==> src/rtl/smart_home_pkg.sv <==
// Shared widths, reset defaults and receiver state encoding for the sensor front-end.
// Latency: n/a (declarations only).
// Backpressure: n/a.
package smart_home_pkg;

   localparam int TEMP_W        = 7;
   localparam int TS_FRAME_BITS = 8;

   localparam logic [TEMP_W-1:0] T_RST_DEF = 7'd20;

   typedef enum logic [1:0] {
      RX_IDLE  = 2'd0,
      RX_SHIFT = 2'd1,
      RX_CHECK = 2'd2
   } rx_state_t;

endpackage

==> src/rtl/sensor_debounce.sv <==
// Synchronizes one asynchronous contact and debounces it to a clean level.
// Latency: change first sampled at edge k reaches level at edge k+1+DEB_CYCLES.
// Backpressure: none; the contact is sampled every cycle.
module sensor_debounce #(
   parameter int DEB_CYCLES = 4
) (
   input  logic clk,
   input  logic rst,
   input  logic raw,
   output logic level
);

   localparam int CW = (DEB_CYCLES > 2) ? $clog2(DEB_CYCLES) : 1;

   logic          meta;
   logic          sync;
   logic [CW-1:0] cnt;

   // Two-flop synchronizer for the asynchronous contact.
   always_ff @(posedge clk or posedge rst) begin
      if (rst) begin
         meta <= 1'b0;
         sync <= 1'b0;
      end else begin
         meta <= raw;
         sync <= meta;
      end
   end

   // Count consecutive cycles of disagreement; flip only once it has persisted long enough.
   always_ff @(posedge clk or posedge rst) begin
      if (rst) begin
         cnt   <= '0;
         level <= 1'b0;
      end else if (sync != level) begin
         if (cnt == CW'(DEB_CYCLES - 1)) begin
            level <= ~level;
            cnt   <= '0;
         end else begin
            cnt <= cnt + CW'(1);
         end
      end else begin
         cnt <= '0;
      end
   end

endmodule

==> src/rtl/smart_home_sensor_if.sv <==
// Conditions door/window/fire contacts and receives the framed serial temperature.
// Latency: contacts k+1+DEB_CYCLES; temperature result 3 edges after cs_n rise is sampled.
// Backpressure: none; outputs are levels and single-cycle pulses.
module smart_home_sensor_if
   import smart_home_pkg::*;
#(
   parameter int                DEB_CYCLES = 4,
   parameter logic [TEMP_W-1:0] T_RST      = T_RST_DEF
) (
   input  logic              clk,
   input  logic              Rst,
   input  logic              raw_fd,
   input  logic              raw_rd,
   input  logic              raw_w,
   input  logic              raw_fa,
   input  logic              ts_cs_n,
   input  logic              ts_sclk,
   input  logic              ts_sdata,
   output logic              SFD,
   output logic              SRD,
   output logic              SW,
   output logic              SFA,
   output logic [TEMP_W-1:0] ST,
   output logic              st_upd,
   output logic              frm_err
);

   sensor_debounce #(.DEB_CYCLES(DEB_CYCLES)) u_deb_fd (.clk(clk), .rst(Rst), .raw(raw_fd), .level(SFD));
   sensor_debounce #(.DEB_CYCLES(DEB_CYCLES)) u_deb_rd (.clk(clk), .rst(Rst), .raw(raw_rd), .level(SRD));
   sensor_debounce #(.DEB_CYCLES(DEB_CYCLES)) u_deb_w  (.clk(clk), .rst(Rst), .raw(raw_w),  .level(SW));
   sensor_debounce #(.DEB_CYCLES(DEB_CYCLES)) u_deb_fa (.clk(clk), .rst(Rst), .raw(raw_fa), .level(SFA));

   logic cs_meta, cs_sync, cs_prev;
   logic sclk_meta, sclk_sync, sclk_prev;
   logic sd_meta, sd_sync;

   // Synchronize the serial lines; data shares the clock's latency so bits stay aligned.
   always_ff @(posedge clk or posedge Rst) begin
      if (Rst) begin
         cs_meta   <= 1'b0;
         cs_sync   <= 1'b0;
         cs_prev   <= 1'b0;
         sclk_meta <= 1'b0;
         sclk_sync <= 1'b0;
         sclk_prev <= 1'b0;
         sd_meta   <= 1'b0;
         sd_sync   <= 1'b0;
      end else begin
         cs_meta   <= ts_cs_n;
         cs_sync   <= cs_meta;
         cs_prev   <= cs_sync;
         sclk_meta <= ts_sclk;
         sclk_sync <= sclk_meta;
         sclk_prev <= sclk_sync;
         sd_meta   <= ts_sdata;
         sd_sync   <= sd_meta;
      end
   end

   logic cs_fall, cs_rise, sclk_rise;
   assign cs_fall   = cs_prev & ~cs_sync;
   assign cs_rise   = ~cs_prev & cs_sync;
   assign sclk_rise = ~sclk_prev & sclk_sync;

   rx_state_t                state;
   logic [TS_FRAME_BITS-1:0] shreg;
   logic [3:0]               bit_cnt;

   // Frame receiver: collect bits between cs_n edges, then accept or reject in CHECK.
   always_ff @(posedge clk or posedge Rst) begin
      if (Rst) begin
         state   <= RX_IDLE;
         shreg   <= '0;
         bit_cnt <= '0;
         ST      <= T_RST;
         st_upd  <= 1'b0;
         frm_err <= 1'b0;
      end else begin
         st_upd  <= 1'b0;
         frm_err <= 1'b0;
         case (state)
            RX_IDLE: begin
               if (cs_fall) begin
                  state   <= RX_SHIFT;
                  shreg   <= '0;
                  bit_cnt <= '0;
               end
            end
            RX_SHIFT: begin
               // End-of-frame takes priority; a coincident clock edge is dropped.
               if (cs_rise) begin
                  state <= RX_CHECK;
               end else if (sclk_rise) begin
                  shreg <= {shreg[TS_FRAME_BITS-2:0], sd_sync};
                  if (bit_cnt != 4'd9) begin
                     bit_cnt <= bit_cnt + 4'd1;
                  end
               end
            end
            RX_CHECK: begin
               state <= RX_IDLE;
               if (bit_cnt == 4'(TS_FRAME_BITS) && (^shreg) == 1'b0) begin
                  ST     <= shreg[TS_FRAME_BITS-1:1];
                  st_upd <= 1'b1;
               end else if (bit_cnt != 4'd0) begin
                  frm_err <= 1'b1;
               end
            end
            default: state <= RX_IDLE;
         endcase
      end
   end

endmodule

==> config.mk <==
export PLATFORM = sky130hd
export DESIGN_NAME = smart_home_sensor_if
export DESIGN_NICKNAME = d
export VERILOG_FILES = /design/src/rtl/smart_home_pkg.sv /design/src/rtl/sensor_debounce.sv /design/src/rtl/smart_home_sensor_if.sv
export SDC_FILE = /design/constraint.sdc
export NUM_CORES = 1
export LEC_CHECK = 0
export BUFFER_PORTS_ARGS = -buffer_cell sky130_fd_sc_hd__buf_2
export CAP_MARGIN = 10
export CORE_MARGIN = 4
export CORE_UTILIZATION = 51
export CTS_CLUSTER_DIAMETER = 150
export DETAILED_ROUTE_END_ITERATION = 7
export PLACE_DENSITY = 0.74
export SYNTH_ARGS = -nofsm -noshare
export SYNTH_HDL_FRONTEND = slang
export SYNTH_SLANG_ARGS = --single-unit
export TNS_END_PERCENT = 1
==> constraint.sdc <==
create_clock -name clk -period 1.8 [get_ports clk]
set_clock_uncertainty 0.2 [all_clocks]
set_input_delay 0.18 -clock clk [delete_from_list [all_inputs] [get_ports clk]]
set_output_delay 0.18 -clock clk [all_outputs]
set_load 0.05 [all_outputs]
* Yosys cells after proc, flatten, opt, wreduce, memory -nomap -nowiden
Cells that the tools add are included.
Widths: inputs -> output; s select.
** Storage, ports and cells
- Flip-flop bits (word level) :: 51
- Latch bits :: 0
- Bits in writable memories :: 0
- ROM bits :: 0
- Logic and storage cells :: 101
- Memories :: 0
** Operators by class
- $add $sub $neg :: 5
- Multiply operators :: 0
- Div/mod/pow operators :: 0
- Magnitude comparators :: 0
- Eq/ne operators :: 17
- Shifts and indexed selects :: 0
- Muxes and demuxes :: 25
- Bitwise gates (word level) :: 11
- Reduce and logical (&&, ||, !) cells :: 13
** Operators with widths (count)
- $mux 8 :: 3
- $mux 2 :: 10
- $mux 4 :: 4
- $pmux 8 s2 :: 1
- $reduce_and 2->1 :: 6
- $eq 2x2->1 const B :: 5
- $ne 2x2->1 const B :: 5
- $add 2x1->2 const B :: 4
- $not 1->1 :: 8
- $pmux 4 s2 :: 1
- $reduce_xor 8->1 :: 1
- $mux 1 :: 5
- $reduce_and 5->1 :: 1
- $add 4x1->4 const B :: 1
- $eq 4x4->1 const B :: 1
- $ne 1x1->1 :: 4
- $ne 4x4->1 const B :: 1
- $pmux 2 s2 :: 1
- $reduce_and 4->1 :: 1
- $reduce_bool 4->1 :: 1
- $and 1x1->1 :: 3
- $eq 2x1->1 const B :: 1
- $logic_not 2->1 :: 1
- $reduce_bool 2->1 :: 1
- $logic_and 1x1->1 :: 1

* Longest topological paths before layout
Gate-level depths: netlist of the first run.
- Word-level depth :: 5
- Mapped depth :: 6

* Hierarchy
From an unflattened synthesis of the first run, not the netlist that was laid out.
** Unflattened totals
- Cell total of the unflattened synthesis :: 153
- Area, all modules :: 1995.7 sq um
** By module, submodules not included
- smart_home_sensor_if :: times used 1, cells an instance 109, area each 1285.0 sq um
- sensor_debounce :: times used 4, cells an instance 11, area each 177.7 sq um

* Worst setup path before layout of the first run
OpenSTA, ideal clock, no wires.
- Path type :: register to register
- Start :: register shreg[0]
- End :: register ST[0]
- Setup time :: 0.125 ns
- Arrival time :: 1.643 ns
- Data required time :: 1.475 ns
- Slack :: -0.168 ns
- Cell stages (with the launch flop) :: 6
- Period minus slack after synthesis :: 1.968 ns
- Path through :: dfrtp_1 > xor2_1 > xnor2_1 > xnor2_1 > nor4_4 > mux2_2
** Between the ends
- Longest elaborated chain between the ends :: 4
** Ends and longest elaborated chain
- start: declaration :: RTL line smart_home_sensor_if.sv:66 : logic [TS_FRAME_BITS-1:0] shreg;
- start signal: assignment :: RTL line smart_home_sensor_if.sv:94 : shreg <= {shreg[TS_FRAME_BITS-2:0], sd_sync};
- $reduce_xor 8->1 :: RTL line smart_home_sensor_if.sv:102 : if (bit_cnt == 4'(TS_FRAME_BITS) && (^shreg) == 1'b0) begin
- $not 1->1 :: RTL line smart_home_sensor_if.sv:102
- $logic_and 1x1->1 :: RTL line smart_home_sensor_if.sv:102
- $reduce_and 2->1 (no line)
- end signal: assignment :: RTL line smart_home_sensor_if.sv:103 : ST <= shreg[TS_FRAME_BITS-1:1];
- end: declaration :: RTL line smart_home_sensor_if.sv:23 : output logic [TEMP_W-1:0] ST,
Every way passes these cells.
A chain may end at the register's enable or synchronous reset.

* Final worst setup path of the first run
- Start :: register shreg[7]
- End :: register ST[5]
Same word-level chain as after synthesis.

==> key figures, run 1 <==
Clock tree
  • Worst-case clock buffer depth: 2
  • Clk sinks: 51
  • Clock root buffer: clkbuf_8
  • CTS tree: built
  • Number of CTS-inserted buffers: 5
  • H-tree Lvls: 2
  • Clock Latency Late Sink: roughly 0.3 ns
  • Worst-path clk slew: 0.09 ns

Critical path
  • Cell family with most CP delay: XOR/XNOR gates
  • FF-to-FF setup slack: -0.16 ns
  • CP cell instances: xnor2_2 > xnor2_1 > xnor2_1 > nor4_4 > buf_4 > mux2_2
  • Buf/Inv on CP: 1
  • Worst-path fanout max: 5
  • Critical path start-end classification: reg -> reg
  • Max stage delay on crit path: 0.43 ns
  • CP Data Arrival Time: between 1.5 and 2 ns
  • R2R cell count: 6
  • Crit path depth: 6
  • RR Endpoint: ST[5]
  • Startpoint types: register
  • Slowest CP cell: dfrtp_1
  • CP endpoint kind: register
  • Critical Path RT: about 1.8 ns
  • FF-to-FF Start: shreg[7]
  • Top cell by count, worst path: xnor2_1

Layout
  • Area growth syn-to-layout: 26.2%
  • N_diodes: 0
  • Layout cells sized above 1: 33.5%
  • Post-route cell area: 2460 um^2
  • Commonest non-fill, non-tap cells in the layout: dfrtp_1 (49), nand2_1 (23), buf_2 (21), buf_4 (20), mux2_2 (11)
  • Non-filler cells in the finished layout: 251
  • Commonest non-fill, non-tap cell in the layout: dfrtp_1
  • Final #Nets: roughly 220

Yosys
  • Post-Synthesis Net Count: 164
  • Share of the yosys chip area belonging to registers: around 66%
  • Number of synthesized flops with an enable pin: 0
  • Top post-synthesis cells by area: dfrtp_1 (63%), mux2_2 (6.4%), ha_1 (4.5%)
  • Syn Area/Cell: 13.2 um^2
  • Post-synth ARST share: 100%
  • Yosys top cell area share: between 60 and 70%
  • Yosys reg bits: 51
  • Synth warn: 0
  • Synth cell types: 26
  • Cell area after synthesis: 1950 um^2
  • Largest area contributor in the netlist: dfrtp_1
  • Syn Inst Count: 148
  • Top FF cell, synth: dfrtp_1

Global route
  • Tot GR Track Use: 15.2%
  • GRT Residual Overflow: 0
  • Initial antenna violation count: 0
  • Vias in the first global route: 1377
  • First-pass GRT wire length: 5860 um
  • Largest net degree at the start of global routing: 34

Outcome
  • Failing checks: setup timing
  • Status: finished, violations left

STA
  • Max Slew Vio Count: 0
  • Worst Slack Setup Final: -0.160 ns
  • Setup_tns: -1.03 ns
  • Period utilisation layout: 109%
  • Final Hold Violating Endpoints: 0
  • Tmin final: just under 2 ns
  • Hold slack: between 0.15 and 0.2 ns
  • RSZ-0062 raised after global routing: yes
  • Slew margin rel.: slightly above 70%
  • Worst Tran Pin Value: 0.411 ns
  • Setup Viol. Count Final: 8
  • Max Clk Rate: around 510 MHz

Floorplanning
  • Die area: 4870 um^2
  • Core Rows: 22
  • Die Y-Extent: 69.8 um
  • Die W: 69.8 um
  • Core ar.: 3690 um^2
  • I/O pins: 22
  • Initial core utilization: 52.8%

Flow run
  • Max Cap Viol: 0

Drt
  • Average wire per standard cell: around 13 um
  • DR vias/cell: 5.00
  • Vias: 1254
  • Drt drc: 0
  • DRT iter0 DRCs: 50
  • 1st-pass router iterations: 4
  • Antenna viol nets, final: 0
  • Total wire length: 3370 um

Placed design
  • GP Congestion: 0.756
  • DP HPWL: around 2400 um
  • Dpl ws: -0.176 ns
  • Post-DP Area: 2260 um^2
  • Placed insts: ~230
  • Port Buffers: 21

Pwr
  • Pwr/cell area: about 1200 nW/um^2
  • Leakage Power: 0.00119 uW
  • VDD IR max: approximately 0.9 mV

Min path
  • Hold Path End: u_deb_w.sync
  • Hold wc startpoint: u_deb_w.meta
  • Hold crit path type: reg -> reg
  • Hold path depth: 0
[cell families after synthesis]
logic type	after synthesis	synth area share, %
muxes	13	7.39
adders and majority gates	7	4.50
AOI/OAI and AO/OA	17	5.33
DFF	51	65.6
xor gates and xnor gates	11	4.95
buffers and inverters	9	1.73
and+or+nand+nor	40	10.5
[sequential cells by signal (all words and copies together) (netlist names), 2 cells and up]
name and flops:
u_deb_fa.cnt 2, u_deb_w.cnt 2, shreg 8, state 2, ST 7, u_deb_rd.cnt 2
u_deb_fd.cnt 2, bit_cnt 4
[synthesized netlist by cell type, types with 2 or more instances]
cell type and number:
nor2b_1 5, o21ai_0 9, a21oi_1 2, inv_1 6, ha_1 7, and2_1 2
nor3_1 3, dfstp_2 2, nand3_1 3, clkbuf_1 3, xor2_1 2, nand2_1 23
mux2_2 11, xnor2_1 9, dfrtp_1 49, mux2i_1 2
[power breakdown]
group          internal [uW]  switching (uW)
clock                    310             344
combinational            401             512
sequential              1340             118
[layer usage]
| metal | global-route usage (%) | vias up | routed length [um] |
|---|---|---|---|
| met2 | 26.2 | 26 | 1810 |
| met3 | 5.07 | 7 | 148 |
| met1 | 17.2 | 621 | 1370 |
| met4 | 6.38 | 0 | 44 |
| li1 | - | 600 | - |
| met5 | 0 | - | 0 |
[through the flow]
| step | utilization, % | total power (uW) |
|---|---|---|
| 2_1_floorplan | - | 2060 |
| 3_3_place_gp | 61.2 | 2290 |
| 3_5_place_dp | 61.2 | 2360 |
| 4_1_cts | 66.7 | 3060 |
| 5_1_grt | 66.7 | 3220 |
| 6_report | 66.7 | 3020 |
[worst max-delay path by stage]
stage	slack [ns]	from	to
2_1_floorplan	-0.08	shreg[5]	ST[0]
3_3_place_gp	-0.07	shreg[5]	ST[5]
3_5_place_dp	-0.18	shreg[7]	ST[6]
4_1_cts	-0.16	shreg[7]	ST[5]
5_1_grt	-0.27	shreg[6]	ST[3]
6_report	-0.16	shreg[7]	ST[5]
[repair_timing]
item,4_1_cts,5_1_grt
hold buffers,8,0
gates resized for setup,4,0
buffers inserted,2,0
endpoints found under the hold margin,25,0
setup endpoints to repair,12,9
pin swaps,2,2
[final cells by class]
type | instances | area [um^2]
sequential | 51 | 1280
fill | 283 | 1230
multi-input combinational | 88 | 651
timing repair buffer | 50 | 355
clock buffer | 7 | 86.3
tap | 48 | 60.1
inverter | 6 | 22.5
clock inverter | 1 | 5.00
Power figures use the tool's default switching activity.
==> run 2: changes to the inputs <==
--- a/config.mk
+++ b/config.mk
@@ -7,6 +7,7 @@
 export LEC_CHECK = 0
 export BUFFER_PORTS_ARGS = -buffer_cell sky130_fd_sc_hd__buf_2
 export CAP_MARGIN = 10
+export CORE_ASPECT_RATIO = 0.75
 export CORE_MARGIN = 4
 export CORE_UTILIZATION = 51
 export CTS_CLUSTER_DIAMETER = 150
==> run 2 against run 1 <==
Compared with the run above:
- the run still ends with setup timing left
- first-iteration DRC count is 14% lower
- total power shrank 1.3%
- hold slack better by 0.0046 ns
- critical path depth unchanged
- die area up 0.21%
- sequential share of layout area fell by 0.21 points
- register-to-register slack better by 0.07 ns
- routed wire length down 3.9%
- setup slack gained 0.069 ns
- via count hardly changed
- count of clock-buffer cells in the layout is 1 lower
==> key figures, run 2 (synthesis gave the netlist of run 1 again) <==
Clock tree
  • Clock root buffer: clkbuf_8
  • Worst-path clk slew: 0.09 ns (about the same)
  • Clock Latency Late Sink: 0.30 ns (about the same)
  • Number of CTS-inserted buffers: 5 (unchanged)
  • Clk sinks: 51 (unchanged)
  • CTS tree: built
  • Worst-case clock buffer depth: 2 (unchanged)
  • H-tree Lvls: 2 (unchanged)

Layout
  • Area growth syn-to-layout: 26.7%
  • Top flop regs: shreg (8), ST (7), bit_cnt (4)
  • Layout cells sized above 1: 33.5% (unchanged)
  • Max FFs per register: 8 (unchanged)
  • Final #Nets: 218 (unchanged)
  • Multi-input logic area: 662 um^2 (+1.7%)
  • Commonest non-fill, non-tap cells in the layout: dfrtp_1 (49), nand2_1 (23), buf_2 (21), buf_4 (20), o21ai_0 (9)
  • # fillers: 270 (-4.6%)
  • Sequential cell area: 1280 um^2 (unchanged)
  • Commonest non-fill, non-tap cell in the layout: dfrtp_1
  • N_diodes: 0 (unchanged)
  • Most flops, register: shreg
  • Post-route cell area: 2470 um^2 (+0.41%)

Pwr
  • Clk pwr share: 21.0% (-0.7 points)
  • Internal Power: 2010 uW (-2.0%)
  • Sw Pwr: 976 uW (+0.24%)
  • Leakage Power: 0.00119 uW (-0.22%)
  • Sw frac: 32.7% (+0.50 points)
  • Pwr/cell area: 1210 nW/um^2 (-1.7%)
  • VDD IR max: 0.987 mV (+10%)
  • Comb power frac: 30.5% (+0.3 points)
  • Flop pwr share: 48.5% (+0.4 points)

Critical path
  • Buf/Inv on CP: 1 (unchanged)
  • R2R cell count: 6 (unchanged)
  • Critical Path RT: 1.80 ns (about the same)
  • Worst-path fanout max: 6 (+1)
  • CP Data Arrival Time: 1.89 ns (-0.06 ns)
  • Startpoint types: register
  • Critical path start-end classification: reg -> reg
  • Top cell by count, worst path: xnor2_1
  • CP endpoint kind: register
  • FF-to-FF Start: shreg[0]
  • Crit path depth: 6 (unchanged)
  • Slowest CP cell: dfrtp_1
  • Max stage delay on crit path: 0.40 ns (-0.03 ns)
  • CP cell instances: xor2_1 > xnor2_1 > xnor2_1 > nor4_4 > buf_4 > mux2_2
  • Cell family with most CP delay: XOR/XNOR gates
  • Worst Setup SP: shreg[0]

Global route
  • GRT Residual Overflow: 0 (unchanged)
  • Vias in the first global route: 1267 (-8.0%)
  • First-pass GRT wire length: 5510 um (-5.9%)
  • Largest net degree at the start of global routing: 31 (-8.8%)
  • Initial antenna violation count: 0 (unchanged)
  • Tot GR Track Use: 15.3% (+0.027 points)

Placed design
  • DP HPWL: 2260 um (-6.8%)
  • Post-DP Area: 2270 um^2 (+0.55%)
  • Port Buffers: 21 (unchanged)
  • GP Congestion: 0.748 (-1.0%)

Floorplanning
  • Die W: 79.4 um (+14%)
  • Core Rows: 19 (-14%)
  • Initial core utilization: 53.2% (+0.40 points)
  • Die area: 4880 um^2 (+0.21%)
  • I/O pins: 22 (unchanged)
  • Core ar.: 3660 um^2 (-0.75%)
  • Die Y-Extent: 61.5 um (-12%)

Outcome
  • Status: finished, violations left
  • Failing checks: setup timing

STA
  • RSZ-0062 raised after global routing: yes
  • Max Clk Rate: 529 MHz (+3.6%)
  • Worst Tran Pin Value: 0.453 ns (+0.0412 ns)
  • Period utilisation layout: 105% (-3.8 points)
  • Tmin final: 1.89 ns (-0.0687 ns)
  • Slew margin rel.: 69.8% (-2.7 points)
  • Max Slew Vio Count: 0 (unchanged)
  • Final Hold Violating Endpoints: 0 (unchanged)
  • Setup Viol. Count Final: 9 (+1)
  • Worst Slack Setup Final: -0.0915 ns (+0.0687 ns)
  • Hold slack: 0.155 ns (+0.00460 ns)

Drt
  • 1st-pass router iterations: 4 (unchanged)
  • Drt drc: 0 (unchanged)
  • Antenna viol nets, final: 0 (unchanged)
  • Average wire per standard cell: 12.7 um (-5.4%)
  • DR vias/cell: 4.91 (-1.6%)
  • Vias: 1253 (-0.080%)
  • DRT iter0 DRCs: 43 (-14%)
  • Total wire length: 3240 um (-3.9%)

Flow run
  • Max Cap Viol: 0 (unchanged)

Min path
  • Hold crit path type: reg -> reg
  • Hold path depth: 0 (unchanged)
  • Hold wc startpoint: sd_meta
==> run 2: cell types whose count changed in the layout (fill, tap and decap cells not counted) <==
| cell | change |
|---|---|
| mux2_4 | +3 |
| o21ai_0 | +1 |
| clkbuf_8 | -1 |
| o21ai_1 | -1 |
| mux2_2 | -3 |
| clkinvlp_4 | +1 |
==> run 2: through the flow <==
| stage | setup TNS, ns | utilization, % | std cells | total power, uW | worst slack, ns |
|---|---|---|---|---|---|
| 4_1_cts | -0.569 | 67.1 | 255 | 3010 | -0.0917 |
| 3_3_place_gp | -0.331 | 62.0 | 238 | 2290 | -0.0588 |
| 3_5_place_dp | -0.743 | 62.0 | 238 | 2350 | -0.115 |
| 6_report | -0.450 | 67.4 | 255 | 2980 | -0.0915 |
| 2_1_floorplan | -0.589 | - | 148 | 2060 | -0.0839 |
| 5_1_grt | -1.51 | 67.4 | 255 | 3200 | -0.207 |
==> run 2: path summary, 6_finish.rpt <==
| path | end | slack (ns) |
|---|---|---|
| min in group asynchronous | u_deb_fd.sync | 0.24 |
| worst min-delay path | sd_sync | 0.16 |
| worst min register to register | sd_sync | 0.16 |
| worst max register to register | ST[1] | -0.09 |
| worst max-delay path | ST[1] | -0.09 |
| max in group asynchronous | ST[4] | 0.58 |
==> run 2: layout make-up <==
type	count	share of cell area, %
inverters	6	0.912
repair buffers	50	14.4
flip-flops and latches	51	51.8
clock inverters	2	0.507
multi-input cells	88	26.8
well taps	52	2.64
clock buffers	6	2.94
==> run 2: power groups by stage <==
stage	registers [uW]	clock network, uW	logic, uW
finish	1450	625	911
global route	1470	705	1020
CTS	1450	646	916
detailed placement	1470	0	880
global placement	1460	0	831
floorplan	1640	0	416
==> run 2: routing by layer <==
| metal | track usage [%] | up-vias | part of all wire [%] |
|---|---|---|---|
| met5 | 0 | - | 0 |
| met4 | 8.58 | 0 | 1.8 |
| met3 | 4.53 | 9 | 4.9 |
| met2 | 25.1 | 27 | 50 |
| met1 | 18.5 | 611 | 43 |
| li1 | - | 606 | - |
==> run 2: what timing repair did <==
item                       CTS  global route
hold endpoints to repair    28             0
resized for setup            3             3
pin swaps                    3             0
buffers inserted             1             0
setup endpoints to repair    8            20
hold buffers                 8             0
gates cloned                 0             0
==> run 2: worst register-to-register path, cell delays in order, from the launching register on <==
cell     delay, ns
dfrtp_1       0.40
xor2_1        0.21
xnor2_1       0.16
xnor2_1       0.14
nor4_4        0.16
buf_4         0.19
mux2_2        0.33
==> run 3: changes to the inputs <==
--- a/config.mk
+++ b/config.mk
@@ -13,6 +13,8 @@
 export CTS_CLUSTER_DIAMETER = 150
 export DETAILED_ROUTE_END_ITERATION = 7
 export PLACE_DENSITY = 0.74
+export REMOVE_ABC_BUFFERS = 1
+export SETUP_SLACK_MARGIN = 0.3
 export SYNTH_ARGS = -nofsm -noshare
 export SYNTH_HDL_FRONTEND = slang
 export SYNTH_SLANG_ARGS = --single-unit
==> run 3 against run 2 <==
Compared with the run above:
- the flow still finishes with violations (setup timing)
- core utilization is 2.4 points higher
- flip-flop and latch count stayed put
- non-clock buffer count is 3 lower
- combinational power is 3.5% lower
- clock power is 49% higher
- final cell count is 1.2% lower
- final area is 3.5% higher
- first-iteration DRC count is 47% lower
- die area stayed put
- via count is 2.4% lower
- critical path depth stayed put
- critical path type unchanged
==> key figures, run 3 (synthesis gave the netlist of run 1 again) <==
Outcome
  • Status: finished, violations left
  • Failing checks: setup timing

Drt
  • DRT iter0 DRCs: 23 (-47%)
  • DR vias/cell: 4.85 (-1.2%)
  • 1st-pass router iterations: 4 (unchanged)
  • Antenna viol nets, final: 0 (unchanged)
  • Average wire per standard cell: 13.6 um (+7.3%)
  • Total wire length: 3440 um (+6.1%)
  • Vias: 1223 (-2.4%)
  • Drt drc: 0 (unchanged)

Placed design
  • Port Buffers: 21 (unchanged)
  • Post-DP Area: 2220 um^2 (-2.0%)
  • GP Congestion: 0.694 (-7.3%)
  • DP HPWL: 2240 um (-0.95%)

Layout
  • Commonest non-fill, non-tap cell in the layout: dfrtp_1
  • Post-route cell area: 2560 um^2 (+3.5%)
  • N_diodes: 0 (unchanged)
  • Commonest non-fill, non-tap cells in the layout: dfrtp_1 (49), nand2_1 (22), buf_2 (19), buf_4 (15), dlygate4sd3_1 (8)
  • Layout cells sized above 1: 36.0% (+2.5 points)
  • # fillers: 273 (+1.1%)
  • Max FFs per register: 8 (unchanged)
  • Area growth syn-to-layout: 31.2%
  • Top flop regs: shreg (8), ST (7), bit_cnt (4)
  • Most flops, register: shreg
  • Final #Nets: 215 (-1.4%)
  • Core Util, Final: 69.8% (+2.4 points)

Critical path
  • Max stage delay on crit path: 0.40 ns (about the same)
  • CP Data Arrival Time: 1.89 ns (about the same)
  • Worst-path fanout max: 3 (-3)
  • CP endpoint kind: register
  • Startpoint types: register
  • Slowest CP cell: dfrtp_1
  • Critical Path RT: 1.80 ns (about the same)
  • Top cell by count, worst path: xnor2_2
  • CP cell instances: xor2_1 > xnor2_2 > xnor2_2 > nor4_4 > buf_4 > mux2_4
  • Critical path start-end classification: reg -> reg

Floorplanning
  • Core ar.: 3660 um^2 (unchanged)
  • Die area: 4880 um^2 (unchanged)
  • I/O pins: 22 (unchanged)
  • Initial core utilization: 53.2% (unchanged)
  • Die Y-Extent: 61.5 um (unchanged)
  • Core Rows: 19 (unchanged)
  • Die W: 79.4 um (unchanged)

STA
  • Max Slew Vio Count: 0 (unchanged)
  • Slew margin rel.: 69.6% (-0.17 points)
  • Max Clk Rate: 529 MHz (about the same)
  • Worst Slack Setup Final: -0.0921 ns (-0.000592 ns)
  • Tmin final: 1.89 ns (+0.000592 ns)
  • Period utilisation layout: 105% (about the same)
  • Worst Tran Pin Value: 0.455 ns (+0.00255 ns)
  • Setup Viol. Count Final: 7 (-2)
  • Final Hold Violating Endpoints: 0 (unchanged)
  • RSZ-0062 raised after global routing: yes
  • Setup_tns: -0.495 ns (-0.0455 ns)

Clock tree
  • Number of CTS-inserted buffers: 5 (unchanged)
  • Worst-case clock buffer depth: 2 (unchanged)
  • Clk sinks: 51 (unchanged)
  • Clock Latency Late Sink: 0.30 ns (about the same)
  • CTS tree: built
  • Clock root buffer: clkbuf_8
  • Worst-path clk slew: 0.10 ns (about the same)
  • H-tree Lvls: 2 (unchanged)

Global route
  • GRT Residual Overflow: 0 (unchanged)
  • Initial antenna violation count: 0 (unchanged)
  • First-pass GRT wire length: 5820 um (+5.6%)
  • Vias in the first global route: 1251 (-1.3%)
  • Largest net degree at the start of global routing: 31 (unchanged)
  • Tot GR Track Use: 16.6% (+1.3 points)

Pwr
  • Total power: 3280 uW (+10%)
  • VDD IR max: 0.874 mV (-11%)
  • Leakage Power: 0.00122 uW (+2.5%)
  • Pwr/cell area: 1280 nW/um^2 (+6.3%)

Min path
  • Hold crit path type: reg -> reg

Flow run
  • Max Cap Viol: 0 (unchanged)
-- run 3: power breakdown --
| part | internal, uW | switching, uW | leakage, uW |
|---|---|---|---|
| Combinational | 378 | 501 | 0.000514 |
| Sequential | 1340 | 133 | 0.000643 |
| Clock | 554 | 379 | 0.0000644 |
-- run 3: timing repair --
action                                  4_1_cts  5_1_grt
setup buffers                                 4        0
endpoints found under the setup margin       21       23
pin swaps                                    10        5
resized for setup                            12       10
cloned                                        0        0
hold endpoints to repair                     28        0
hold buffers                                  8        0
-- run 3: final timing paths --
| kind | from | to | slack, ns | depth (start not counted) |
|---|---|---|---|---|
| hold reg to reg | u_deb_w.meta | u_deb_w.sync | 0.15 | 0 |
| setup / recovery | shreg[0] | ST[1] | -0.09 | 6 |
| max in group asynchronous | Rst | ST[4] | 0.60 | 4 |
| hold / removal | u_deb_w.meta | u_deb_w.sync | 0.15 | 0 |
| setup reg to reg | shreg[0] | ST[1] | -0.09 | 6 |
| min in group asynchronous | Rst | u_deb_fd.meta | 0.22 | 3 |
-- run 3: per-layer routing --
metal  vias to the layer above  share of wire (%)  global-route usage (%)
met5                         -                  0                       0
met4                         0                2.7                    9.56
met3                         8                3.8                    4.82
met2                        25                 49                    27.1
met1                       591                 44                    20.2
li1                        599                  -                       -
-- run 3: final cells by class --
type                       count  area (um^2)  area share [%]
sequential                    51         1280            50.0
multi-input combinational     88          708            27.7
timing repair buffer          47          345            13.5
clock buffer                   5         68.8            2.69
clock inverter                 3         67.6            2.64
tap                           52         65.1            2.55
inverter                       6         22.5           0.881
-- run 3: worst max-delay path: cells and delay by family (launching register included) --
family | cells | cell delay, ns
xor+xnor | 3 | 0.53
buf+inv | 1 | 0.19
flops | 1 | 0.40
mux | 1 | 0.30
simple gates | 1 | 0.18
-- run 3: per-stage QoR --
step,setup slack [ns],hold slack (ns),instances
2_1_floorplan,-0.373,0.0114,145
6_report,-0.0921,0.151,252
3_3_place_gp,-0.159,0.00225,232
5_1_grt,-0.131,0.160,252
3_5_place_dp,-0.200,0.0170,232
4_1_cts,-0.102,0.156,252
